### src/rtl/mem_stage.sv
// Pipeline memory stage: branch resolution against the fetch prediction and
// load/store sequencing over a req/ack data port with a bounded timeout.
module mem_stage #(
    parameter int TIMEOUT = 16
) (
    input  logic        clk,
    input  logic        rst,
    input  logic [31:0] PC_in,
    input  logic [31:0] PC_plus_X_in,
    input  logic [31:0] ALU_result_in,
    input  logic [31:0] read_data2_in,
    input  logic [4:0]  rd_in,
    input  logic        zero_in,
    input  logic        branch_in,
    input  logic        jump_in,
    input  logic        memRead_in,
    input  logic        memWrite_in,
    input  logic        memToReg_in,
    input  logic        regWrite_in,
    input  logic        prediction_in,
    output logic        dmem_req,
    output logic        dmem_we,
    output logic [31:0] dmem_addr,
    output logic [31:0] dmem_wdata,
    input  logic        dmem_ack,
    input  logic [31:0] dmem_rdata,
    output logic        stall,
    output logic        flush,
    output logic [31:0] redirect_pc,
    output logic        bp_update,
    output logic        bp_taken,
    output logic [31:0] bp_pc,
    output logic        mem_err,
    output logic [31:0] wb_mem_data,
    output logic [31:0] wb_alu_result,
    output logic [4:0]  wb_rd,
    output logic        wb_regWrite,
    output logic        wb_memToReg
);
    localparam int CW = (TIMEOUT > 1) ? $clog2(TIMEOUT) : 1;

    typedef enum logic {IDLE, ACCESS} state_t;

    state_t        state_q, state_d;
    logic [CW-1:0] cnt_q, cnt_d;
    logic          req_q, req_d, we_q, we_d, err_q, err_d;
    logic [31:0]   addr_q, addr_d, wdata_q, wdata_d;
    logic [4:0]    rd_q, rd_d;
    logic          regwrite_q, regwrite_d, memtoreg_q, memtoreg_d;
    logic [31:0]   wb_mem_data_q, wb_mem_data_d, wb_alu_q, wb_alu_d;
    logic [4:0]    wb_rd_q, wb_rd_d;
    logic          wb_regwrite_q, wb_regwrite_d, wb_memtoreg_q, wb_memtoreg_d;

    logic mem_op, misaligned, timeout, taken, is_idle;

    always_comb begin
        is_idle    = (state_q == IDLE);
        mem_op     = memRead_in | memWrite_in;
        misaligned = (ALU_result_in[1:0] != 2'b00);
        timeout    = (state_q == ACCESS) && (cnt_q == CW'(TIMEOUT - 1));
        taken      = jump_in | (branch_in & zero_in);

        // Resolution is only meaningful for a live instruction in IDLE.
        flush       = is_idle & (branch_in | jump_in) & (taken != prediction_in);
        redirect_pc = taken ? PC_plus_X_in : PC_in + 32'd4;
        bp_update   = is_idle & branch_in;
        bp_taken    = is_idle & taken;
        bp_pc       = PC_in;
        stall       = (is_idle & mem_op) | (~is_idle & ~dmem_ack & ~timeout);
    end

    always_comb begin
        state_d    = state_q;
        cnt_d      = cnt_q;
        req_d      = req_q;
        we_d       = we_q;
        err_d      = err_q;
        addr_d     = addr_q;
        wdata_d    = wdata_q;
        rd_d       = rd_q;
        regwrite_d = regwrite_q;
        memtoreg_d = memtoreg_q;
        // MEM/WB carries a bubble unless something completes this cycle.
        wb_mem_data_d = 32'd0;
        wb_alu_d      = 32'd0;
        wb_rd_d       = 5'd0;
        wb_regwrite_d = 1'b0;
        wb_memtoreg_d = 1'b0;

        case (state_q)
            IDLE: begin
                if (mem_op) begin
                    if (misaligned) begin
                        err_d = 1'b1;
                    end else begin
                        state_d    = ACCESS;
                        req_d      = 1'b1;
                        cnt_d      = '0;
                        we_d       = memWrite_in;
                        addr_d     = ALU_result_in;
                        wdata_d    = read_data2_in;
                        rd_d       = rd_in;
                        regwrite_d = regWrite_in;
                        memtoreg_d = memToReg_in;
                    end
                end else begin
                    wb_alu_d      = ALU_result_in;
                    wb_rd_d       = rd_in;
                    wb_regwrite_d = regWrite_in;
                    wb_memtoreg_d = memToReg_in;
                end
            end
            ACCESS: begin
                if (dmem_ack || timeout) begin
                    state_d       = IDLE;
                    req_d         = 1'b0;
                    cnt_d         = '0;
                    wb_mem_data_d = (dmem_ack && !we_q) ? dmem_rdata : 32'd0;
                    wb_alu_d      = addr_q;
                    wb_rd_d       = rd_q;
                    wb_regwrite_d = regwrite_q;
                    wb_memtoreg_d = memtoreg_q;
                    if (!dmem_ack) err_d = 1'b1;
                end else begin
                    cnt_d = cnt_q + CW'(1);
                end
            end
            default: state_d = IDLE;
        endcase
    end

    always_ff @(posedge clk or posedge rst) begin
        if (rst) begin
            state_q       <= IDLE;
            cnt_q         <= '0;
            req_q         <= 1'b0;
            we_q          <= 1'b0;
            err_q         <= 1'b0;
            addr_q        <= 32'd0;
            wdata_q       <= 32'd0;
            rd_q          <= 5'd0;
            regwrite_q    <= 1'b0;
            memtoreg_q    <= 1'b0;
            wb_mem_data_q <= 32'd0;
            wb_alu_q      <= 32'd0;
            wb_rd_q       <= 5'd0;
            wb_regwrite_q <= 1'b0;
            wb_memtoreg_q <= 1'b0;
        end else begin
            state_q       <= state_d;
            cnt_q         <= cnt_d;
            req_q         <= req_d;
            we_q          <= we_d;
            err_q         <= err_d;
            addr_q        <= addr_d;
            wdata_q       <= wdata_d;
            rd_q          <= rd_d;
            regwrite_q    <= regwrite_d;
            memtoreg_q    <= memtoreg_d;
            wb_mem_data_q <= wb_mem_data_d;
            wb_alu_q      <= wb_alu_d;
            wb_rd_q       <= wb_rd_d;
            wb_regwrite_q <= wb_regwrite_d;
            wb_memtoreg_q <= wb_memtoreg_d;
        end
    end

    assign dmem_req      = req_q;
    assign dmem_we       = we_q;
    assign dmem_addr     = addr_q;
    assign dmem_wdata    = wdata_q;
    assign mem_err       = err_q;
    assign wb_mem_data   = wb_mem_data_q;
    assign wb_alu_result = wb_alu_q;
    assign wb_rd         = wb_rd_q;
    assign wb_regWrite   = wb_regwrite_q;
    assign wb_memToReg   = wb_memtoreg_q;
endmodule

### config.mk
export PLATFORM = sky130hd
export DESIGN_NAME = mem_stage
export DESIGN_NICKNAME = d
export VERILOG_FILES = /design/src/rtl/mem_stage.sv
export SDC_FILE = /design/constraint.sdc
export NUM_CORES = 1
export LEC_CHECK = 0
export CAP_MARGIN = 10
export CELL_PAD_IN_SITES_DETAIL_PLACEMENT = 0
export CELL_PAD_IN_SITES_GLOBAL_PLACEMENT = 1
export CORE_ASPECT_RATIO = 1.75
export CORE_MARGIN = 3
export CORE_UTILIZATION = 26
export DETAILED_ROUTE_END_ITERATION = 8
export PLACE_DENSITY_LB_ADDON = 0.25
export SYNTH_ARGS = -nofsm -noshare
export SYNTH_HDL_FRONTEND = slang
export SYNTH_SLANG_ARGS = --single-unit
### constraint.sdc
create_clock -name clk -period 4.6 [get_ports clk]
set_input_delay 0.46 -clock clk [delete_from_list [all_inputs] [get_ports clk]]
set_output_delay 0.46 -clock clk [all_outputs]
set_load 0.1 [all_outputs]
== Word level (Yosys, flattened, before mapping) ==
Cells that the tools add are included.

* Muxes and demuxes: 33
* Bitwise gates (word level): 16
* Reductions and logical operators: 9
* Add/sub/neg operators: 2
* Eq/ne operators: 7

{| class="wikitable"
|+ Operators by type and width
! cell !! count
|-
| $mux W32 || 6
|-
| $pmux W32 S2 || 1
|-
| $add A32 B3 Y32 const B || 1
|-
| $mux W1 || 14
|-
| $mux W4 || 3
|-
| $mux W5 || 2
|-
| $pmux W1 S2 || 5
|-
| $pmux W5 S2 || 1
|-
| $and A1 B1 Y1 || 8
|-
| $ne A2 B2 Y1 const B || 4
|-
| $pmux W4 S2 || 1
|-
| $reduce_and A3 Y1 || 2
|-
| $add A4 B1 Y4 const B || 1
|-
| $eq A4 B4 Y1 const B || 1
|-
| $not A1 Y1 || 4
|-
| $or A1 B1 Y1 || 4
|-
| $reduce_and A4 Y1 || 1
|-
| $logic_and A1 B1 Y1 || 2
|-
| $ne A2 B1 Y1 const B || 1
|-
| $reduce_and A2 Y1 || 1
|-
| $reduce_bool A2 Y1 || 1
|-
| $logic_not A1 Y1 || 1
|-
| $logic_or A1 B1 Y1 || 1
|-
| $ne A1 B1 Y1 || 1
|}

* Output and inout bits: 206
* Input port bits: 176
* Bits in registers: 150

== Longest topological paths before layout ==
Gate-level depths: netlist (run 1).

* Depth in word-level cells: 5
* Gate-level depth with buffers: 7
* Depth with buffers taken out: 5

== Least setup slack after synthesis (run 1) ==
Ideal clock, no wire load.

* Kind: input to output
* Start point: input PC_in[2]
* End point: output redirect_pc[14]
* Stages: 6
* Setup slack: 0.685 ns
* Required time: 4.140 ns
* Arrival: 3.455 ns
* Path through: ha_1 -> and3_1 -> clkbuf_1 -> nand4_1 -> xor2_1 -> o21ai_0

* Word-level cells in the longest chain between the ends: 2

{| class="wikitable"
|+ Ends and longest elaborated chain
! what !! line !! RTL
|-
| start, declared || 8 || <nowiki>input logic [31:0] PC_in,</nowiki>
|-
| $add A32 B3 Y32 || 65 || <nowiki>redirect_pc = taken ? PC_plus_X_in : PC_in + 32'd4;</nowiki>
|-
| $mux W32 || 65 ||
|-
| end, declared || 29 || <nowiki>output logic [31:0] redirect_pc,</nowiki>
|}

Every way passes these cells.

== Final worst setup path (run 1) ==
* Start point: input PC_in[4]
* End point: output redirect_pc[31]

The elaborated chain is that of the path after synthesis.

==> flow_summary.yaml, run 1 <==
sta:
  fmax_mhz: 274
  hold_viol: 0
  fin_worst_skew_ps: 11.4
  hold_slack_ps: 479
  slew_headroom_pct: 28.1
  slew_violations: 0
  finalSetupTns_ps: 0
  rsz0062_at_grt: "false"
  final-setup-viol-count: 0
  tightest_slew_ps: 1070
  finalCriticalPeriod_ps: 3650
  final.period_utilization_pct: 79.2
run:
  cap_violations: 0
drt:
  route.detailed.drc: 0
  dr.pass1.iters: 4
  vias_per_cell: 4.67
  wirelength_mm: 23.3
  wl_per_cell_um: 18.9
  antenna_left: 0
  first_iter_violations: 173
  vias: 5735
outcome:
  outcome: "finished, final reports clean"
final_layout:
  syn_to_final_growth_pct: 66.9
  final_cell_mix: "349 x clkdlybuf4s50_1, 150 x dfrtp_1, 70 x mux2_2, 43 x buf_4, 40 x a22o_1"
  final_util_pct: 44.7
  fin_nets: 1082
  fill_cells: 2343
  drive_above_1_share_pct: 16.9
  layout_commonest_cell: "clkdlybuf4s50_1"
global_route:
  antenna_found_initial: 1
  grt_usage_pct: 16.4
  grt_pass1_wl_mm: 34.9
  gr-total-overflow: 0
  grt_pass1_vias: 5968
  grt_max_degree: 95
power:
  p_leak_nw: 4.61
  p_per_area_nw_per_um2: 509
  ir_worst_vdd_mv: 0.260
  power_frac_seq_pct: 28.6
  p_int_w: 0.00305
  power_w: 0.00566
  pwr-share-clk_pct: 25.0
  switching_power_w: 0.00261
  power_frac_comb_pct: 46.4
  switching_share_pct: 46.1
yosys:
  syn_area_um2: 6670
  yosys-top-cells-area: "dfrtp_1 56%, mux2_2 12%, a22o_1 5.3%, buf_4 3.8%, and2_1 3.2%"
  avgSynthCellArea_um2: 11.9
  yosysSeqAreaShare_pct: 56.3
  syn_nets: 738
  synth_cell_types: 37
  yosys_register_bits: 150
  synth_top_area_cell: "dfrtp_1"
  ys_warn_count: 0
  netlist_instances: 560
  synth_top_cell_area_share_pct: 56.3
clock_network:
  cts_buffers: 17
  cts_tree: "built"
  clockRootBuffer: "clkbuf_16"
  path_clk_slew_ps: 60
  cts_resized: 0
  clockBufferDepth: 2
  cts.sinks: 150
  postCtsSetupRepairBufs: 0
  clock_latency_ps: 430
  cts-hold-fix-buffers: 0
  htree_levels: 4
floorplan:
  row_count: 76
  die_x_um: 127
  start_util_pct: 26.8
  die_y_um: 218
  num_io_pins: 382
  core_um2: 24900
  die_area_um2: 27700
setup_path:
  crit_arrival_ps: 3190
  worstSetupPathType: "input pin to output pin"
  max_stage_delay_ps: 710
  cp_max_fo: 11
  cp-end-kind: "output pin"
  critical_path.cell_chain: "clkdlybuf4s50_1 > nand4_1 > or4_1 > or4_1 > a31oi_1 > buf_4"
  slowest_stage: "clkdlybuf4s50_1"
  crit_required_ps: 4140
  start_kind: "input pin"
  crit_top_cell: "or4_1"
worst_hold_path:
  min_path_type: "flop to flop"
placed_design:
  gp_congestion: 0.829
  place.detailed.hpwl_mm: 18.0
  portBuffers: 381
metal layers:
| metal | global-route usage [%] | up-vias | part of all wire, % |
|---|---|---|---|
| li1 | - | 2686 | - |
| met1 | 16.2 | 2702 | 34 |
| met2 | 30.5 | 304 | 54 |
| met3 | 5.81 | 43 | 8.9 |
| met4 | 7.34 | 0 | 3.9 |
| met5 | 0 | - | 0 |
state kept, by name (all words and copies together), names as in the netlist:
signal         count
wb_rd              5
dmem_req           1
wb_memToReg        1
mem_err            1
regwrite_q         1
memtoreg_q         1
dmem_wdata        32
dmem_addr         32
wb_regWrite        1
state_q            1
wb_mem_data       32
wb_alu_result     32
cnt_q              4
dmem_we            1
rd_q               5
worst max-delay path: cells and delay by family:
kind	cells	cell delay (ps)
buffers and inverters	2	1090
and+or+nand+nor	3	1240
AOI/OAI and AO/OA	1	390
kinds of logic (layout without fill, tap and decap cells):
kind of cell               Yosys count  in the layout  synth area share [%]
xor gates and xnor gates            13             13                  1.71
and+or+nand+nor                    159            159                  13.3
buffers and inverters               69            425                  5.95
DFF                                150            150                  56.3
muxes                               70             70                  11.8
other                                0              1                     0
AOI/OAI and AO/OA                   97             97                  10.5
adders and majority gates            2              2                 0.375
through the flow:
step                cells  setup WS, ps  area (um2)
floorplan             560           104        6670
global placement     1197           971       10500
detailed placement   1197          1010       10500
CTS                  1228           997       11100
global route         1229           951       11100
finish               1229           955       11100
power by group through the flow:
stage,Clock (W),Sequential [W],Combinational (W)
finish,0.00142,0.00162,0.00262
global route,0.00152,0.00165,0.00270
CTS,0.00147,0.00162,0.00265
detailed placement,0,0.00165,0.00264
global placement,0,0.00164,0.00264
floorplan,0,0.00293,0.000639
path summary, 6_finish.rpt:
kind,from,end,slack (ps),depth (start not counted)
worst max-delay path,PC_in[4],redirect_pc[31],950,6
worst min-delay path,rd_q[4]$_DFFE_PP0P_,wb_rd[4]$_DFF_PP0_,480,1
worst max register to register,state_q$_DFF_PP0_,dmem_wdata[30]$_DFFE_PP0P_,2240,3
worst min register to register,rd_q[4]$_DFFE_PP0P_,wb_rd[4]$_DFF_PP0_,480,1
max in group asynchronous,rst,wb_mem_data[24]$_DFF_PP0_,3010,3
min in group asynchronous,rst,dmem_wdata[1]$_DFFE_PP0P_,560,2
cell type report:
cell class                      count  area [um2]  area share [%]
Clock inverter                     11         149            1.34
Tap cell                          312         390            3.51
Clock buffer                       20         457            4.10
Antenna cell                        1        2.50          0.0225
Timing Repair Buffer              392        3820            34.3
Inverter                            2        12.5           0.112
Sequential cell                   150        3750            33.7
Multi-Input combinational cell    341        2550            22.9
synth_stat cells:
library cell / instances
a21boi_0: 1
a21o_1: 3
a21oi_1: 2
a22o_1: 40
a31o_2: 1
a31oi_1: 14
and2_1: 34
and3_1: 4
and3_2: 1
and4_1: 4
and4_2: 2
buf_1: 1
buf_2: 8
buf_4: 34
clkbuf_1: 24
dfrtp_1: 150
ha_1: 2
inv_1: 2
mux2_2: 70
nand2_1: 34
nand2b_1: 3
nand3_1: 13
nand3_2: 1
nand4_1: 14
nor2_1: 21
nor2b_1: 4
nor3_1: 2
nor3b_1: 2
nor4_1: 1
o211ai_1: 1
o21ai_0: 22
o31ai_1: 13
or3_1: 2
or4_1: 16
or4_2: 1
xnor2_1: 2
xor2_1: 11
Power figures use the tool's default switching activity.
==> run 2: changes to the inputs <==
clock period = 3.05 ns   (was 4.6 ns; I/O delays follow)
==> flow_summary.yaml, run 2 (synthesis gave the netlist of run 1 again) <==
outcome:
  outcome: "finished, final reports clean"
global_route:
  antenna_found_initial: 2
  groute.layer.met1.usage_pct: 16.7
  grt_max_degree: 48
  grt_usage_pct: 16.3
  grt_pass1_vias: 5879
  top_usage_layer: "met2"
  use_met2_pct: 30.5
  grt_pass1_wl_mm: 34.5
  gr-total-overflow: 0
  grtUsageMet3_pct: 5.15
setup_path:
  cp_max_fo: 3
  ff2ff_setup_slack_ps: 1180
  start_kind: "input pin"
  worstSetupPathType: "input pin to output pin"
  crit_arrival_ps: 2580
  cp-end-kind: "output pin"
  crit_required_ps: 2740
drt:
  first_iter_violations: 171
  route.detailed.drc: 0
  vias: 5784
  wl_per_cell_um: 18.4
  wirelength_mm: 23.1
  vias_per_cell: 4.60
  dr.pass1.iters: 4
  antenna_left: 0
clock_network:
  cts-hold-fix-buffers: 0
  cts_resized: 0
  cts_buffers: 17
  htree_levels: 4
  cts.sinks: 150
  postCtsSetupRepairBufs: 0
  clockRootBuffer: "clkbuf_16"
  clockBufferDepth: 2
  path_clk_slew_ps: 60
  cts_tree: "built"
  clock_latency_ps: 420
final_layout:
  fin_nets: 1111
  regArea_um2: 3750
  multi_input_area_um2: 2640
  final_cell_mix: "249 x clkdlybuf4s50_1, 150 x dfrtp_1, 135 x buf_4, 70 x mux2_2, 40 x a22o_1"
  fill_cells: 2358
  layout_commonest_cell: "clkdlybuf4s50_1"
  syn_to_final_growth_pct: 74.5
  drive_above_1_share_pct: 31.3
power:
  ir_worst_vdd_mv: 0.363
  p_per_area_nw_per_um2: 740
  p_leak_nw: 5.04
worst_hold_path:
  min_path_type: "input pin to async pin"
floorplan:
  row_count: 76
  die_y_um: 218
  num_io_pins: 382
  die_x_um: 127
  die_area_um2: 27700
  core_um2: 24900
  start_util_pct: 26.8
placed_design:
  place.detailed.hpwl_mm: 18.2
  gp_congestion: 0.828
  portBuffers: 381
sta:
  final-setup-viol-count: 0
  fmax_mhz: 346
  hold_viol: 0
  rsz0062_at_grt: "false"
  tightest_slew_ps: 1020
  hold_slack_ps: 297
  final.period_utilization_pct: 94.7
  finalCriticalPeriod_ps: 2890
  slew_violations: 0
  slew_headroom_pct: 31.8
  finalSetupTns_ps: 0
  fin_worst_skew_ps: 10.9
run:
  cap_violations: 0
## run 2: cell types whose count changed in the layout (fill, tap and decap cells not counted), sizes merged
cell           delta
clkdlybuf4s50   -100
diode             +1
inv               -2
buf             +129
## run 2: final cells by class
type,instances,area share (%)
inverters,2,0.0968
clock buffers,20,3.93
clock inverters,9,1.11
flip-flops and latches,150,32.3
multi-input cells,341,22.7
diodes,2,0.0430
repair buffers,421,36.5
well taps,312,3.36
## run 2: worst max-delay path: stages
cell	delay, ps
clkdlybuf4s50_1	500
ha_1	230
nand3_1	140
or4_1	510
or4_1	430
a31oi_2	260
buf_12	210
## run 2: report_power, final
| group | leakage (nW) | switching, W | internal, W |
|---|---|---|---|
| clock | 0.284 | 0.000777 | 0.00131 |
| sequential | 1.91 | 0.000163 | 0.00229 |
| combinational | 2.85 | 0.00300 | 0.00107 |
## run 2: routing by layer
metal | vias to the layer above | share of wire, %
met5 | - | 0
met4 | 0 | 2.2
met3 | 27 | 7.9
met2 | 276 | 55
met1 | 2747 | 35
li1 | 2734 | -
## run 2: through the flow
step | cells | power, W | cell area, um2 | worst slack (ps) | util, %
after detailed placement | 1226 | 0.00659 | 11000 | 168 | 44.3
after floorplan | 560 | 0.00540 | 6750 | 15.6 | -
final | 1257 | 0.00861 | 11600 | 163 | 46.7
after CTS | 1255 | 0.00871 | 11600 | 148 | 46.7
after global placement | 1226 | 0.00656 | 11000 | 158 | 44.3
after global routing | 1257 | 0.00891 | 11600 | 80.3 | 46.7
## run 2: worst paths after layout
check,startpoint,end,cells after the start
worst max-delay path,PC_in[2],redirect_pc[30],7
worst min-delay path,rst,dmem_wdata[14]$_DFFE_PP0P_,2
worst max register to register,state_q$_DFF_PP0_,rd_q[1]$_DFFE_PP0P_,3
worst min register to register,rd_q[2]$_DFFE_PP0P_,wb_rd[2]$_DFF_PP0_,1
max in group asynchronous,rst,wb_mem_data[4]$_DFF_PP0_,4
min in group clk,dmem_rdata[18],wb_mem_data[18]$_DFF_PP0_,2
==> run 3: changes to the inputs <==
CORE_MARGIN = 2   (was 3)
CORE_UTILIZATION = 28   (was 26)
RECOVER_POWER = 100   (was unset)
clock period = 3.1 ns   (was 3.05 ns; I/O delays follow)
==> flow_summary.yaml, run 3 (synthesis gave the netlist of run 1 again) <==
setup_path:
  cp_top_family: "buffers and inverters"
  worstSetupStartpoint: "PC_in[6]"
  cp_max_fo: 13
  cp-end-kind: "output pin"
  critical_path.cell_chain: "dlygate4sd3_1 > and4_1 > nand2_1 > buf_4 > or4_1 > a31oi_2 > clkbuf_4"
  max_stage_delay_ps: 630
  crit_buf_inv: 3
  worstSetupPathType: "input pin to output pin"
  start_kind: "input pin"
  crit_arrival_ps: 2630
  slowest_stage: "dlygate4sd3_1"
  r2r_start: "state_q$_DFF_PP0_"
  crit_required_ps: 2790
final_layout:
  drive_above_1_share_pct: 19.1
  syn_to_final_growth_pct: 66.5
  postLayoutCellArea_um2: 11100
  multi_input_area_um2: 2570
  diodes: 0
  stdcell_count: 1247
  fill_cells: 2249
  fin_nets: 1109
  layout_commonest_cell: "clkdlybuf4s50_1"
  regArea_um2: 3750
  final_cell_mix: "173 x clkdlybuf4s50_1, 150 x dfrtp_1, 101 x dlygate4sd3_1, 80 x clkbuf_1, 70 x mux2_2"
outcome:
  violations: "max-capacitance violations"
  outcome: "finished with violations"
global_route:
  gr-total-overflow: 0
  grt_pass1_vias: 5782
  grt_usage_pct: 17.5
  use_met2_pct: 32.8
  grtUsageMet3_pct: 6.00
  groute.layer.met1.usage_pct: 17.6
  grt_max_degree: 77
  top_usage_layer: "met2"
  antenna_found_initial: 0
  grt_pass1_wl_mm: 33.4
sta:
  finalSetupTns_ps: 0
  fin_worst_skew_ps: 9.04
  slew_violations: 0
  setup_ws_ps: 155
  finalCriticalPeriod_ps: 2940
  hold_viol: 0
  slew_headroom_pct: 0.385
  tightest_slew_ps: 1490
  fmax_mhz: 340
  final-setup-viol-count: 0
  final.period_utilization_pct: 95.0
  rsz0062_at_grt: "false"
placed_design:
  place.detailed.hpwl_mm: 16.9
  portBuffers: 381
  pre_cts_slack_ps: 226
  placed_area_um2: 11100
  dp_cells: 1216
  gp_congestion: 0.815
drt:
  wirelength_mm: 21.8
  vias_per_cell: 4.62
  wl_per_cell_um: 17.5
  first_iter_violations: 297
  vias: 5758
  route.detailed.drc: 0
  dr.pass1.iters: 4
  antenna_left: 0
clock_network:
  cts-hold-fix-buffers: 0
  cts.sinks: 150
  clockRootBuffer: "clkbuf_16"
  clockBufferDepth: 2
  htree_levels: 4
  cts_buffers: 17
  clock_latency_ps: 430
  path_clk_slew_ps: 60
  cts_tree: "built"
  postCtsSetupRepairBufs: 0
  cts_resized: 0
floorplan:
  die_area_um2: 25100
  die_y_um: 208
  start_util_pct: 28.6
  die_x_um: 121
  core_um2: 23300
  num_io_pins: 382
  row_count: 74
power:
  ir_worst_vdd_mv: 0.418
  power_w: 0.00819
  p_leak_nw: 4.80
  p_per_area_nw_per_um2: 738
worst_hold_path:
  hp-start: "dmem_rdata[6]"
  min_path_type: "input pin to flop"
run:
  cap_violations: 1
-- run 3: cell type report --
| cell class | instances | area share, % |
|---|---|---|
| multi-input combinational | 341 | 23.2 |
| timing repair buffer | 419 | 34.3 |
| tap | 304 | 3.43 |
| clock inverter | 8 | 0.891 |
| clock buffer | 23 | 4.31 |
| inverter | 2 | 0.0789 |
| sequential | 150 | 33.8 |
-- run 3: worst paths after layout --
kind,endpoint,slack [ps],depth (start not counted)
worst max-delay path,redirect_pc[21],160,7
worst min-delay path,wb_mem_data[6]$_DFF_PP0_,430,2
worst max register to register,dmem_wdata[22]$_DFFE_PP0P_,400,3
worst min register to register,mem_err$_DFFE_PP0P_,470,1
max in group asynchronous,wb_mem_data[12]$_DFF_PP0_,850,3
min in group asynchronous,dmem_wdata[12]$_DFFE_PP0P_,600,2
-- run 3: power breakdown --
group          total (W)  switching (W)  internal, W  leakage, nW
Combinational    0.00379        0.00293     0.000859         2.61
Sequential       0.00239       0.000141      0.00225         1.91
Clock            0.00201       0.000771      0.00124        0.279
-- run 3: layer usage --
| layer | wire [um] | share of wire, % |
|---|---|---|
| met1 | 7460 | 34 |
| met4 | 473 | 2.2 |
| met2 | 12100 | 56 |
| met3 | 1770 | 8.1 |
| met5 | 0 | 0 |
-- run 3: per-stage QoR --
stage	util [%]	hold WS, ps
detailed placement	47.5	457
floorplan	-	439
global placement	47.5	460
CTS	49.9	340
finish	47.6	429
global route	47.6	413
